`src/rtl/pkt_bus_arbiter.sv`:
```
// pkt_bus_arbiter: round-robin, packet-granular arbiter sharing one sink among NREQ DMA requesters
module pkt_bus_arbiter #(
    parameter int NREQ     = 4,
    parameter int DSIZE    = 32,
    parameter int MAXBEATS = 16
) (
    input  logic                    p_clk,
    input  logic                    n_rst,
    input  logic [NREQ-1:0]         req,
    output logic [NREQ-1:0]         grant,
    output logic                    ready,
    input  logic [NREQ*DSIZE-1:0]   req_data,
    input  logic [NREQ-1:0]         req_pend,
    output logic [DSIZE-1:0]        m_data,
    output logic                    m_valid,
    output logic                    m_pkt_end,
    input  logic                    sink_ready,
    output logic [$clog2(NREQ)-1:0] owner,
    output logic                    busy,
    output logic                    err
);
    localparam int OW = $clog2(NREQ);
    localparam int CW = $clog2(MAXBEATS);

    typedef enum logic [1:0] {IDLE, SETTLE, XFER} state_t;

    state_t            state, state_nxt;
    logic [NREQ-1:0]   grant_nxt, rot;
    logic [2*NREQ-1:0] dbl;
    logic [OW-1:0]     owner_nxt, rr_last, rr_last_nxt, pick;
    logic [CW-1:0]     beat_cnt, beat_cnt_nxt;
    logic              err_nxt, abort, own_req, own_pend, beat;
    logic [DSIZE-1:0]  own_data;
    int                off;

    assign m_valid   = state == XFER;
    assign ready     = m_valid && sink_ready;
    assign beat      = ready;
    assign m_data    = m_valid ? own_data : '0;
    assign m_pkt_end = m_valid && own_pend;
    assign busy      = state != IDLE;

    // route the current owner's request, data and pkt_end lanes
    always_comb begin
        own_req  = 1'b0;
        own_pend = 1'b0;
        own_data = '0;
        for (int i = 0; i < NREQ; i++) begin
            if (owner == OW'(i)) begin
                own_req  = req[i];
                own_pend = req_pend[i];
                own_data = req_data[i*DSIZE +: DSIZE];
            end
        end
    end

    // rotate requests so the one just after rr_last sits at bit 0, then take the lowest set bit
    always_comb begin
        dbl = {req, req} >> (rr_last + 1'b1);
        rot = dbl[NREQ-1:0];
        off = 0;
        for (int j = NREQ - 1; j >= 0; j--) begin
            if (rot[j]) off = j;
        end
        pick = OW'((int'(rr_last) + 1 + off) % NREQ);
    end

    // packet FSM: grant on request, one settle cycle, transfer until pkt_end or abort
    always_comb begin
        state_nxt    = state;
        grant_nxt    = grant;
        owner_nxt    = owner;
        rr_last_nxt  = rr_last;
        beat_cnt_nxt = beat_cnt;
        err_nxt      = 1'b0;
        abort        = 1'b0;
        case (state)
            IDLE: begin
                if (|req) begin
                    state_nxt    = SETTLE;
                    grant_nxt    = NREQ'(1) << pick;
                    owner_nxt    = pick;
                    rr_last_nxt  = pick;
                    beat_cnt_nxt = '0;
                end
            end
            SETTLE: begin
                if (own_req) state_nxt = XFER;
                else abort = 1'b1;
            end
            XFER: begin
                if (beat && own_pend) begin
                    state_nxt = IDLE;
                    grant_nxt = '0;
                end else if (beat) begin
                    if (beat_cnt == CW'(MAXBEATS - 1)) abort = 1'b1;
                    else beat_cnt_nxt = beat_cnt + 1'b1;
                end else if (!own_req) begin
                    abort = 1'b1;
                end
            end
            default: state_nxt = IDLE;
        endcase
        if (abort) begin
            state_nxt = IDLE;
            grant_nxt = '0;
            err_nxt   = 1'b1;
        end
    end

    // state and bookkeeping registers; async reset makes requester 0 first in rotation
    always_ff @(posedge p_clk or negedge n_rst) begin
        if (!n_rst) begin
            state    <= IDLE;
            grant    <= '0;
            owner    <= '0;
            rr_last  <= OW'(NREQ - 1);
            beat_cnt <= '0;
            err      <= 1'b0;
        end else begin
            state    <= state_nxt;
            grant    <= grant_nxt;
            owner    <= owner_nxt;
            rr_last  <= rr_last_nxt;
            beat_cnt <= beat_cnt_nxt;
            err      <= err_nxt;
        end
    end
endmodule

```
`config.mk`:
```
export PLATFORM = sky130hd
export DESIGN_NAME = pkt_bus_arbiter
export DESIGN_NICKNAME = d
export VERILOG_FILES = /design/src/rtl/pkt_bus_arbiter.sv
export SDC_FILE = /design/constraint.sdc
export NUM_CORES = 1
export LEC_CHECK = 0
export CAP_MARGIN = 20
export CORE_UTILIZATION = 31
export CTS_CLUSTER_DIAMETER = 120
export CTS_CLUSTER_SIZE = 30
export DETAILED_ROUTE_END_ITERATION = 8
export PLACE_DENSITY = 0.89
export REMOVE_ABC_BUFFERS = 1
export SYNTH_ARGS = -nofsm -noshare
export SYNTH_HDL_FRONTEND = slang
export SYNTH_SLANG_ARGS = --single-unit
```
`constraint.sdc`:
```
create_clock -name p_clk -period 3 [get_ports p_clk]
set_clock_uncertainty 0.2 [all_clocks]
set_input_delay 0.9 -clock p_clk [delete_from_list [all_inputs] [get_ports p_clk]]
set_output_delay 0.9 -clock p_clk [all_outputs]
set_load 0.02 [all_outputs]
```
==> metrics.md, run 1 <==
| Metric | Value |
|---|---|
| Status | complete, but fails checks |
| Failing checks | design-rule violations |
| Crit Path Category | input port to output port |
| DRC | 30 |
| Layout cells sized above 1 | 37.70% |
| RSZ-0062 raised after global routing | no |
| Pleak | 1.995 nW |
| Power per standard cell area | 733.2 nW/µm² |
| CTS Buf Count | 3 |
| Placer congestion estimate | 0.8145 |
| Root buffer cell | clkbuf_8 |
| Worst min-delay path category | flop to flop |
| Post-place instance area | 4096 µm² |
| Ant diodes | 0 |
| Setup crit end kind | output port |
| Worst-skew pair later-pin latency | 0.25 ns |
| Layout Nets | 520 |
| Bufs and invs on worst path | 2 |
| Vias in the first global route | 2472 |
| Cell area after synthesis | 2076 µm² |
| CP Cell Sequence | dlygate4sd2_1 -> mux4_2 -> and2_4 -> buf_6 |
| 1st-iter DRT viols | 85 |
| Asr flop ratio synth | 100.0% |
| Hold violation count in the final report | 0 |
| Sequential share of the synthesized area | 18.20% |
| Synthesized flop and latch total | 15 |
| Global-route wire length before repair | 12900 µm |
| Highest clock rate | 0.3339 GHz |
| Routed len/inst | 18.40 µm |
| Max FO, Critical Path | 1 |
| VDD IR max | 0.4937 mV |
| FP Rows | 29 |
| Worst-Margin Slew | between 0.6 and 0.7 ns |
| Avg Vias per Cell | 5.293 |
| Gr busiest metal | met2 |
| Antenna Nets Post-Route | 0 |
| Final Worst Setup Slack | ~0.0047 ns |
| GRT overflow | 0 |
| Longest Clk Path Bufs | 2 |
| Max-slew headroom | between 50% and 60% |
| TritonCTS Sinks | 15 |
| Max cap viols | 0 |
| Max stage delay on crit path | 0.48 ns |
| Global Route met2 Usage | 44.93% |
| Kind of cell adding the most delay to the critical path | multiplexers |
| Iteration count of the initial detailed-routing pass | 7 |
| H-Tree Level Count | 1 |
| Clk slew on worst S/H paths | 0.06 ns |
| Post-Synthesis Cells | 184 |
| Ys Warns | 0 |
| Port-buffer cells | ~180 |
| Synth Flop Type | dfrtp_1 |
| Detailed placement HPWL | a little under 7000 µm |
| Largest net degree at the start of global routing | 46 |
| Top Ports | 182 |
| Required time worst endpoint | 1.90 ns |
| Layout area overhead | 101.7% |
| Number of flops mapped to enable cells by yosys | 0 |
| Netlist cell types | between 40 and 50 |
| Slowest-stage cell, CP | mux4_2 |
| Final core utilization | between 60 and 70% |
| Period utilization | 99.84% |
| Synth Area per Inst | between 10 and 15 µm² |
| Pre-CTS WS | -0.6363 ns |
| Max-slew violation count | 0 |
| GR Util All Layers | around a quarter |
| Met1 Track Usage GR | 26.65% |
| Vias | 2387 |
| Setup TNS | 0 ns |
| Core area | approximately 6400 µm² |
| Die width | 83.83 µm |
| TritonCTS clock tree | done |
| Die H | 83.83 µm |
| Min Tclk post-route | 2.995 ns |
| Initial Util | 32.32% |
| Fin area | 4187 µm² |
| GRT met3 Usage | 3.561% |
| Crit path DAT | 1.90 ns |
| Antenna violations before repair | 0 |
| Die ar. | around 7000 µm² |
| Startpoint types | input port |
| Routed wire length | 8297 µm |
| Final Setup Violations | 0 |
cell usage after synthesis, types with 3 or more instances:
| cell | number | area, µm² |
|---|---|---|
| nand3_1 | 7 | 35.03 |
| nand2b_1 | 5 | 31.28 |
| ha_1 | 6 | 75.07 |
| inv_1 | 7 | 26.28 |
| buf_1 | 3 | 11.26 |
| and2_1 | 33 | 206.5 |
| mux4_2 | 32 | 720.7 |
| mux2i_1 | 6 | 60.06 |
| dfrtp_1 | 13 | 325.3 |
| clkbuf_1 | 4 | 15.01 |
| nand2_1 | 6 | 22.52 |
| a21o_1 | 4 | 30.03 |
| buf_2 | 4 | 20.02 |
| mux2_2 | 4 | 45.04 |
| o221ai_1 | 3 | 26.28 |
cells in the final DEF, fill, tap and decap left out, types with 3 or more instances in the layout:
| master | count |
|---|---|
| a21o_1 | 4 |
| and2_4 | 32 |
| buf_12 | 4 |
| buf_4 | 16 |
| buf_6 | 33 |
| clkbuf_8 | 3 |
| clkdlybuf4s15_1 | 30 |
| clkdlybuf4s50_1 | 11 |
| dfrtp_1 | 12 |
| dlygate4sd2_1 | 100 |
| dlymetal6s2s_1 | 6 |
| ha_1 | 5 |
| inv_1 | 7 |
| mux2_2 | 3 |
| mux2i_1 | 5 |
| mux4_2 | 32 |
| nand2_1 | 6 |
| nand2b_1 | 5 |
| nand3_1 | 7 |
| o221ai_1 | 3 |
worst reg2reg max path, stage by stage, from the launching register on:
cell and delay, ns:
dfstp_2 0.63, or2b_2 0.14, a21oi_1 0.05, o221ai_1 0.18
o21ai_0 0.14, ha_2 0.38, or2b_2 0.32, o41ai_2 0.28
cells by family (layout without fill, tap and decap cells):
logic type | count (synthesis) | after routing | synth area share, %
AND/OR/NAND/NOR | 71 | 71 | 20.62
multiplexers | 43 | 43 | 41.05
AO/OA/AOI/OAI | 24 | 24 | 10.07
buffers and inverters | 23 | 213 | 5.606
flip-flops | 15 | 15 | 18.20
adder cells (fa/ha/maj) | 6 | 6 | 3.617
XOR/XNOR | 2 | 2 | 0.8440
sequential cells by signal (all words and copies together) (netlist names):
register  cells
beat_cnt      4
err           1
grant         4
owner         2
rr_last       2
state         2
routing by layer:
| layer | vias to the layer above | routed length, µm |
|---|---|---|
| met5 | - | 0 |
| met1 | 1169 | 2969 |
| met3 | 9 | 608 |
| li1 | 1093 | - |
| met4 | 0 | 119 |
| met2 | 116 | 4601 |
power breakdown:
group          leakage [nW]  switching [W]  internal, W  total [W]
clock network        0.0228      0.0000720    0.0000943   0.000166
logic                  1.78        0.00111      0.00142    0.00253
registers             0.191      0.0000801     0.000292   0.000373
total                  1.99        0.00126      0.00181    0.00307
cell type report:
type | count | area (µm²)
fillers | 543 | 2236
repair buffers | 201 | 1944
multi-input cells | 146 | 1687
flip-flops and latches | 15 | 379.1
well taps | 77 | 96.34
clock buffers | 4 | 45.04
inverters | 8 | 35.03
path summary, 6_finish.rpt:
check / from / endpoint / slack [ns] / depth (start not counted)
hold / removal: grant[1] / grant[1] / 0.30 / 2
hold reg to reg: grant[1] / grant[1] / 0.30 / 2
setup / recovery: req_data[125] / m_data[29] / 0.005 / 4
max in group asynchronous: n_rst / owner[0] / 1.28 / 1
setup reg to reg: rr_last[1] / grant[0] / 0.57 / 7
min in group asynchronous: n_rst / state[1] / 0.85 / 1
through the flow:
stage / instances / hold WS, ns / power [W]
final: 451 / 0.3037 / 0.003070
after global routing: 451 / 0.3231 / 0.003275
after CTS: 450 / 0.3060 / 0.003050
after detailed placement: 446 / 0.2918 / 0.002734
after global placement: 446 / 0.2857 / 0.002676
after floorplan: 169 / 0.2862 / 0.001787
repair_timing:
action                                  4_1_cts  5_1_grt
endpoints found under the setup margin       36       23
pin swaps                                    11        4
hold buffers                                  0        0
gates resized for setup                     370       34
buffers inserted                              0        1
(Power assumes the default switching activity.)
==> inputs of run 2 (changes only) <==
--- a/config.mk
+++ b/config.mk
@@ -6,11 +6,14 @@
 export NUM_CORES = 1
 export LEC_CHECK = 0
 export CAP_MARGIN = 20
+export CELL_PAD_IN_SITES_DETAIL_PLACEMENT = 0
+export CELL_PAD_IN_SITES_GLOBAL_PLACEMENT = 1
 export CORE_UTILIZATION = 31
 export CTS_CLUSTER_DIAMETER = 120
 export CTS_CLUSTER_SIZE = 30
 export DETAILED_ROUTE_END_ITERATION = 8
-export PLACE_DENSITY = 0.89
+export DONT_BUFFER_PORTS = 1
+export PLACE_DENSITY = 0.68
 export REMOVE_ABC_BUFFERS = 1
 export SYNTH_ARGS = -nofsm -noshare
 export SYNTH_HDL_FRONTEND = slang
==> metrics.md, run 2 (same netlist as run 1, synthesis figures left out) <==
| Metric | Value |
|---|---|
| Status | complete, but fails checks |
| Failing checks | design-rule violations |
| Routed len/inst | 25.41 µm (+38%) |
| RSZ-0062 raised after global routing | no |
| Root buffer cell | clkbuf_8 |
| GR Util All Layers | 18.11% (-5.3 points) |
| Most frequent cells in the layout | 33 x and2_1, 32 x mux4_2, 11 x dfrtp_1 |
| Reg2reg start | owner[0] |
| Crit Path Category | flop to output port |
| Vias in the first global route | 1624 (-34%) |
| Global-route wire length before repair | 9597 µm (-26%) |
| Crit path DAT | 1.80 ns (-0.10 ns) |
| Filler Cells Inserted | 649 (+20%) |
| Placed Cells incl. Taps | 257 (-42%) |
| Die width | 83.83 µm (unchanged) |
| Die H | 83.83 µm (unchanged) |
| Post-CTS Hold Fix Bufs | 0 (unchanged) |
| Longest Clk Path Bufs | 2 (unchanged) |
| Setup crit end kind | output port |
| R2r worst-path depth | 6 (-1) |
| Post-cts gate resize count | 0 (-100%) |
| Post-CTS Setup Inserts | 0 (unchanged) |
| Layout Nets | 330 (-37%) |
| Highest clock rate | 0.3443 GHz (+3.1%) |
| Max cap viols | 0 (unchanged) |
| Top Ports | 182 (unchanged) |
| Largest net degree at the start of global routing | 50 (+8.7%) |
| VDD IR max | 0.5759 mV (+17%) |
| Routed wire length | 6631 µm (-20%) |
| Layout cells sized above 1 | 34.78% (-2.9 points) |
| Core area | 6422 µm² (unchanged) |
| CTS Buf Count | 3 (unchanged) |
| FP Rows | 29 (unchanged) |
| Ant diodes | 0 (unchanged) |
| CP Launch Point | owner[0] |
| Pleak | 0.9011 nW (-55%) |
| Antenna Nets Post-Route | 0 (unchanged) |
| H-Tree Level Count | 1 (unchanged) |
| Top Registers | beat_cnt: 4 flops, grant: 4 flops |
| GRT overflow | 0 (unchanged) |
| Final Setup Violations | 0 (unchanged) |
| Avg Vias per Cell | 6.299 (+19%) |
| Required time worst endpoint | 1.90 ns (about the same) |
| Min Tclk post-route | 2.905 ns (-0.09054 ns) |
| Power per standard cell area | 1043 nW/µm² (+42%) |
| Startpoint types | flop |
| Leading cell type in the layout, fill and taps excluded | and2_1 |
| Die ar. | 7027 µm² (unchanged) |
| Period utilization | 96.82% (-3.0 points) |
| Detailed placement HPWL | 5502 µm (-20%) |
| Antenna violations before repair | 1 (+1) |
| Clk slew on worst S/H paths | 0.06 ns (about the same) |
| Initial Util | 32.32% (unchanged) |
| DRC | 30 (unchanged) |
| Hold violation count in the final report | 0 (unchanged) |
| Final Power | 0.002370 W (-23%) |
| Placer congestion estimate | 0.7920 (-2.8%) |
| Layout area overhead | 9.464% |
| Worst-skew pair later-pin latency | 0.25 ns (about the same) |
| Iteration count of the initial detailed-routing pass | 6 (-1) |
| Port-buffer cells | 0 (-100%) |
| Final std cells w/o fill | 261 (-42%) |
| Pre-CTS WS | 0.1539 ns (+0.7903 ns) |
| 1st-iter DRT viols | 89 (+4.7%) |
| Max FO, Critical Path | 14 (+13) |
| Max-slew violation count | 0 (unchanged) |
| TritonCTS Sinks | 15 (unchanged) |
| Max-slew headroom | 63.98% (+8.4 points) |
| Worst min-delay path category | input port to async pin |
| TritonCTS clock tree | done |
| Final Worst Setup Slack | 0.09527 ns (+0.09054 ns) |
| Vias | 1644 (-31%) |
| Worst-Margin Slew | 0.5402 ns (-0.1241 ns) |
## run 2: final cells by class
class	count	area, µm²	share of cell area (%)
Inverter	8	35.03	1.542
Sequential cell	15	380.4	16.74
Multi-Input combinational cell	146	1582	69.60
Clock inverter	1	5.005	0.2203
Timing Repair Buffer	11	132.6	5.837
Tap cell	77	96.34	4.240
Clock buffer	3	41.29	1.817
## run 2: worst max-delay path, cell delays in order, from the launching register on
cell and delay (ns):
dfrtp_2 0.55, buf_12 0.22, mux4_2 0.53, and2_1 0.25
## run 2: path summary, 6_finish.rpt
kind	end	slack (ns)
max reg2reg	grant[3]	0.65
min in group p_clk	beat_cnt[3]	0.33
max in group asynchronous	rr_last[1]	2.29
max	m_data[29]	0.1
min	state[1]	0.14
min reg2reg	beat_cnt[3]	0.33
## run 2: per-layer routing
layer	vias to the layer above	part of all wire, %	routed length, µm	global-route usage, %
met2	95	51	3404	31.07
met4	0	1.7	112	5.799
met5	-	0	0	0
met3	11	9.8	648	5.638
met1	819	37	2466	21.54
li1	719	-	-	-
## run 2: metrics by stage
step / cell area [µm²] / utilization, % / hold slack (ns) / setup TNS [ns]
after global placement: 2226 / 34.66 / 0.3117 / 0
after floorplan: 1994 / - / 0.2862 / -21.03
after detailed placement: 2226 / 34.66 / 0.3144 / 0
final: 2272 / 35.38 / 0.1361 / 0
after global routing: 2272 / 35.38 / 0.1173 / 0
after CTS: 2272 / 35.38 / 0.1320 / 0
## run 2: power breakdown
group	switching (W)	internal (W)	leakage [nW]	total, W
Sequential	0.000176	0.000292	0.190	0.000468
Combinational	0.000855	0.000879	0.686	0.00173
Clock	0.0000758	0.0000922	0.0255	0.000168
Total	0.00111	0.00126	0.901	0.00237
==> inputs of run 3 (changes only) <==
--- a/config.mk
+++ b/config.mk
@@ -8,6 +8,7 @@
 export CAP_MARGIN = 20
 export CELL_PAD_IN_SITES_DETAIL_PLACEMENT = 0
 export CELL_PAD_IN_SITES_GLOBAL_PLACEMENT = 1
+export CORE_ASPECT_RATIO = 1.25
 export CORE_UTILIZATION = 31
 export CTS_CLUSTER_DIAMETER = 120
 export CTS_CLUSTER_SIZE = 30
==> metrics.md, run 3 (same netlist as run 1, synthesis figures left out) <==
| Metric | Value |
|---|---|
| Status | finished, final reports clean |
| GR Util All Layers | 16.21% (-1.9 points) |
| R2r worst-path depth | 8 (+2) |
| Most frequent cells in the layout | 33 x and2_1, 32 x mux4_2, 11 x dfrtp_1 |
| CP Cell Sequence | buf_12 -> mux4_2 -> and2_1 |
| Startpoint types | flop |
| Setup TNS | 0 ns (unchanged) |
| FP Rows | 33 (+14%) |
| Root buffer cell | clkbuf_8 |
| Final Setup Violations | 0 (unchanged) |
| Pleak | 0.8691 nW (-3.6%) |
| Vias | 1629 (-0.91%) |
| Post-place instance area | 2183 µm² (-1.9%) |
| Period utilization | 92.80% (-4.0 points) |
| Worst-skew pair later-pin latency | 0.24 ns (about the same) |
| Initial Util | 31.82% (-0.50 points) |
| Die width | 75.19 µm (-10%) |
| Fin area | 2236 µm² (-1.6%) |
| Global-route wire length before repair | 8266 µm (-14%) |
| Final Worst Setup Slack | 0.2160 ns (+0.1207 ns) |
| Required time worst endpoint | 1.90 ns (about the same) |
| Vias in the first global route | 1597 (-1.7%) |
| Antenna violations before repair | 4 (+3) |
| CTS Buf Count | 3 (unchanged) |
| Highest clock rate | 0.3592 GHz (+4.3%) |
| Post-cts gate resize count | 0 (unchanged) |
| Sequential cell area | 380.4 µm² (unchanged) |
| Reg2reg setup slack | 0.64 ns (about the same) |
| FF-to-FF End | grant[1] |
| GRT overflow | 0 (unchanged) |
| Crit Path Category | flop to output port |
| Routed wire length | 6128 µm (-7.6%) |
| Port-buffer cells | 0 (unchanged) |
| Max stage delay on crit path | 0.56 ns (about the same) |
| DRC | 0 (-100%) |
| Core area | 6524 µm² (+1.6%) |
| Top Registers | beat_cnt: 4 flops, grant: 4 flops |
| 1st-iter DRT viols | 57 (-36%) |
| Leading cell type in the layout, fill and taps excluded | and2_1 |
| Max-slew violation count | 0 (unchanged) |
| Avg Vias per Cell | 6.033 (-4.2%) |
| Hold violation count in the final report | 0 (unchanged) |
| Antenna Nets Post-Route | 0 (unchanged) |
| Max-slew headroom | 70.32% (+6.3 points) |
| Die H | 93.49 µm (+12%) |
| Power per standard cell area | 1014 nW/µm² (-2.7%) |
| Max FO, Critical Path | 30 (+16) |
| Die ar. | 7029 µm² (about the same) |
| H-Tree Level Count | 1 (unchanged) |
| Reg2reg start | state[0] |
| Slowest-stage cell, CP | mux4_2 |
| Placer congestion estimate | 0.7912 (-0.10%) |
| Detailed placement HPWL | 5198 µm (-5.5%) |
| Layout Nets | 326 (-1.2%) |
| Layout area overhead | 7.715% |
| Post-CTS Setup Inserts | 0 (unchanged) |
| Max cap viols | 0 (unchanged) |
| Filler Cells Inserted | 674 (+3.9%) |
| Layout cells sized above 1 | 32.78% (-2.0 points) |
| Pre-CTS WS | 0.2863 ns (+0.1323 ns) |
| TritonCTS clock tree | done |
| RSZ-0062 raised after global routing | no |
| Iteration count of the initial detailed-routing pass | 4 (-2) |
| TritonCTS Sinks | 15 (unchanged) |
| Routed len/inst | 22.70 µm (-11%) |
| Longest Clk Path Bufs | 2 (unchanged) |
| Area of the multi-input gates | 1582 µm² (unchanged) |
| VDD IR max | 0.4411 mV (-23%) |
| Top Ports | 182 (unchanged) |
| Post-CTS Hold Fix Bufs | 0 (unchanged) |
| Placed Cells incl. Taps | 263 (+2.3%) |
| Largest net degree at the start of global routing | 47 (-6.0%) |
| Crit path DAT | 1.68 ns (-0.12 ns) |
| Final Power | 0.002268 W (-4.3%) |
| Worst-Margin Slew | 0.4411 ns (-0.09917 ns) |
| Worst min-delay path category | input port to async pin |
| Setup crit end kind | output port |
| Min Tclk post-route | 2.784 ns (-0.1207 ns) |
| Final std cells w/o fill | 270 (+3.4%) |
| Clk slew on worst S/H paths | 0.06 ns (about the same) |
-- run 3: changes by cell type in the layout (fill, tap and decap cells not counted) --
| cell | previous run | this run |
|---|---|---|
| buf_12 | 4 | 2 |
| clkinv_2 | 1 | 0 |
| clkbuf_1 | 0 | 1 |
| diode_2 | 0 | 3 |
| buf_4 | 7 | 5 |
-- run 3: cell type report --
class / instances / area share [%]
Timing Repair Buffer: 7 / 3.470
Inverter: 8 / 1.567
Sequential cell: 15 / 17.01
Tap cell: 87 / 4.868
Antenna cell: 3 / 0.3358
Multi-Input combinational cell: 146 / 70.73
Clock buffer: 4 / 2.015
-- run 3: worst max-delay path by stage --
stage                            end  slack (ns)           from
after CTS                  m_data[9]        0.19       owner[0]
after global placement     m_data[9]        0.29  req_data[105]
final                     m_data[29]        0.22       owner[0]
after detailed placement   m_data[9]        0.29  req_data[105]
after global routing      m_data[17]        0.14       owner[0]
after floorplan            m_data[0]       -0.59       owner[0]
-- run 3: metrics by stage --
stage	hold slack, ns	util, %
after global placement	0.3107	33.47
final	0.1449	34.27
after CTS	0.1367	34.16
after detailed placement	0.3201	33.47
after floorplan	0.2862	-
after global routing	0.1311	34.20
-- run 3: worst max-delay path: cells and delay by family (launching register included) --
| family | cells | cell delay [ns] |
|---|---|---|
| buffers and inverters | 1 | 0.25 |
| DFF | 1 | 0.38 |
| muxes | 1 | 0.56 |
| and+or+nand+nor | 1 | 0.24 |
-- run 3: where the power goes --
group	switching [W]	internal, W
Combinational	0.000901	0.000821
Clock	0.0000664	0.0000940
Sequential	0.0000921	0.000294
-- run 3: routing by layer --
layer	global-route usage [%]	up-vias	wire [µm]
met1	19.46	799	2301
met2	27.40	107	3066
met3	5.711	6	708
li1	-	715	-
met4	3.704	2	35
met5	0	-	17
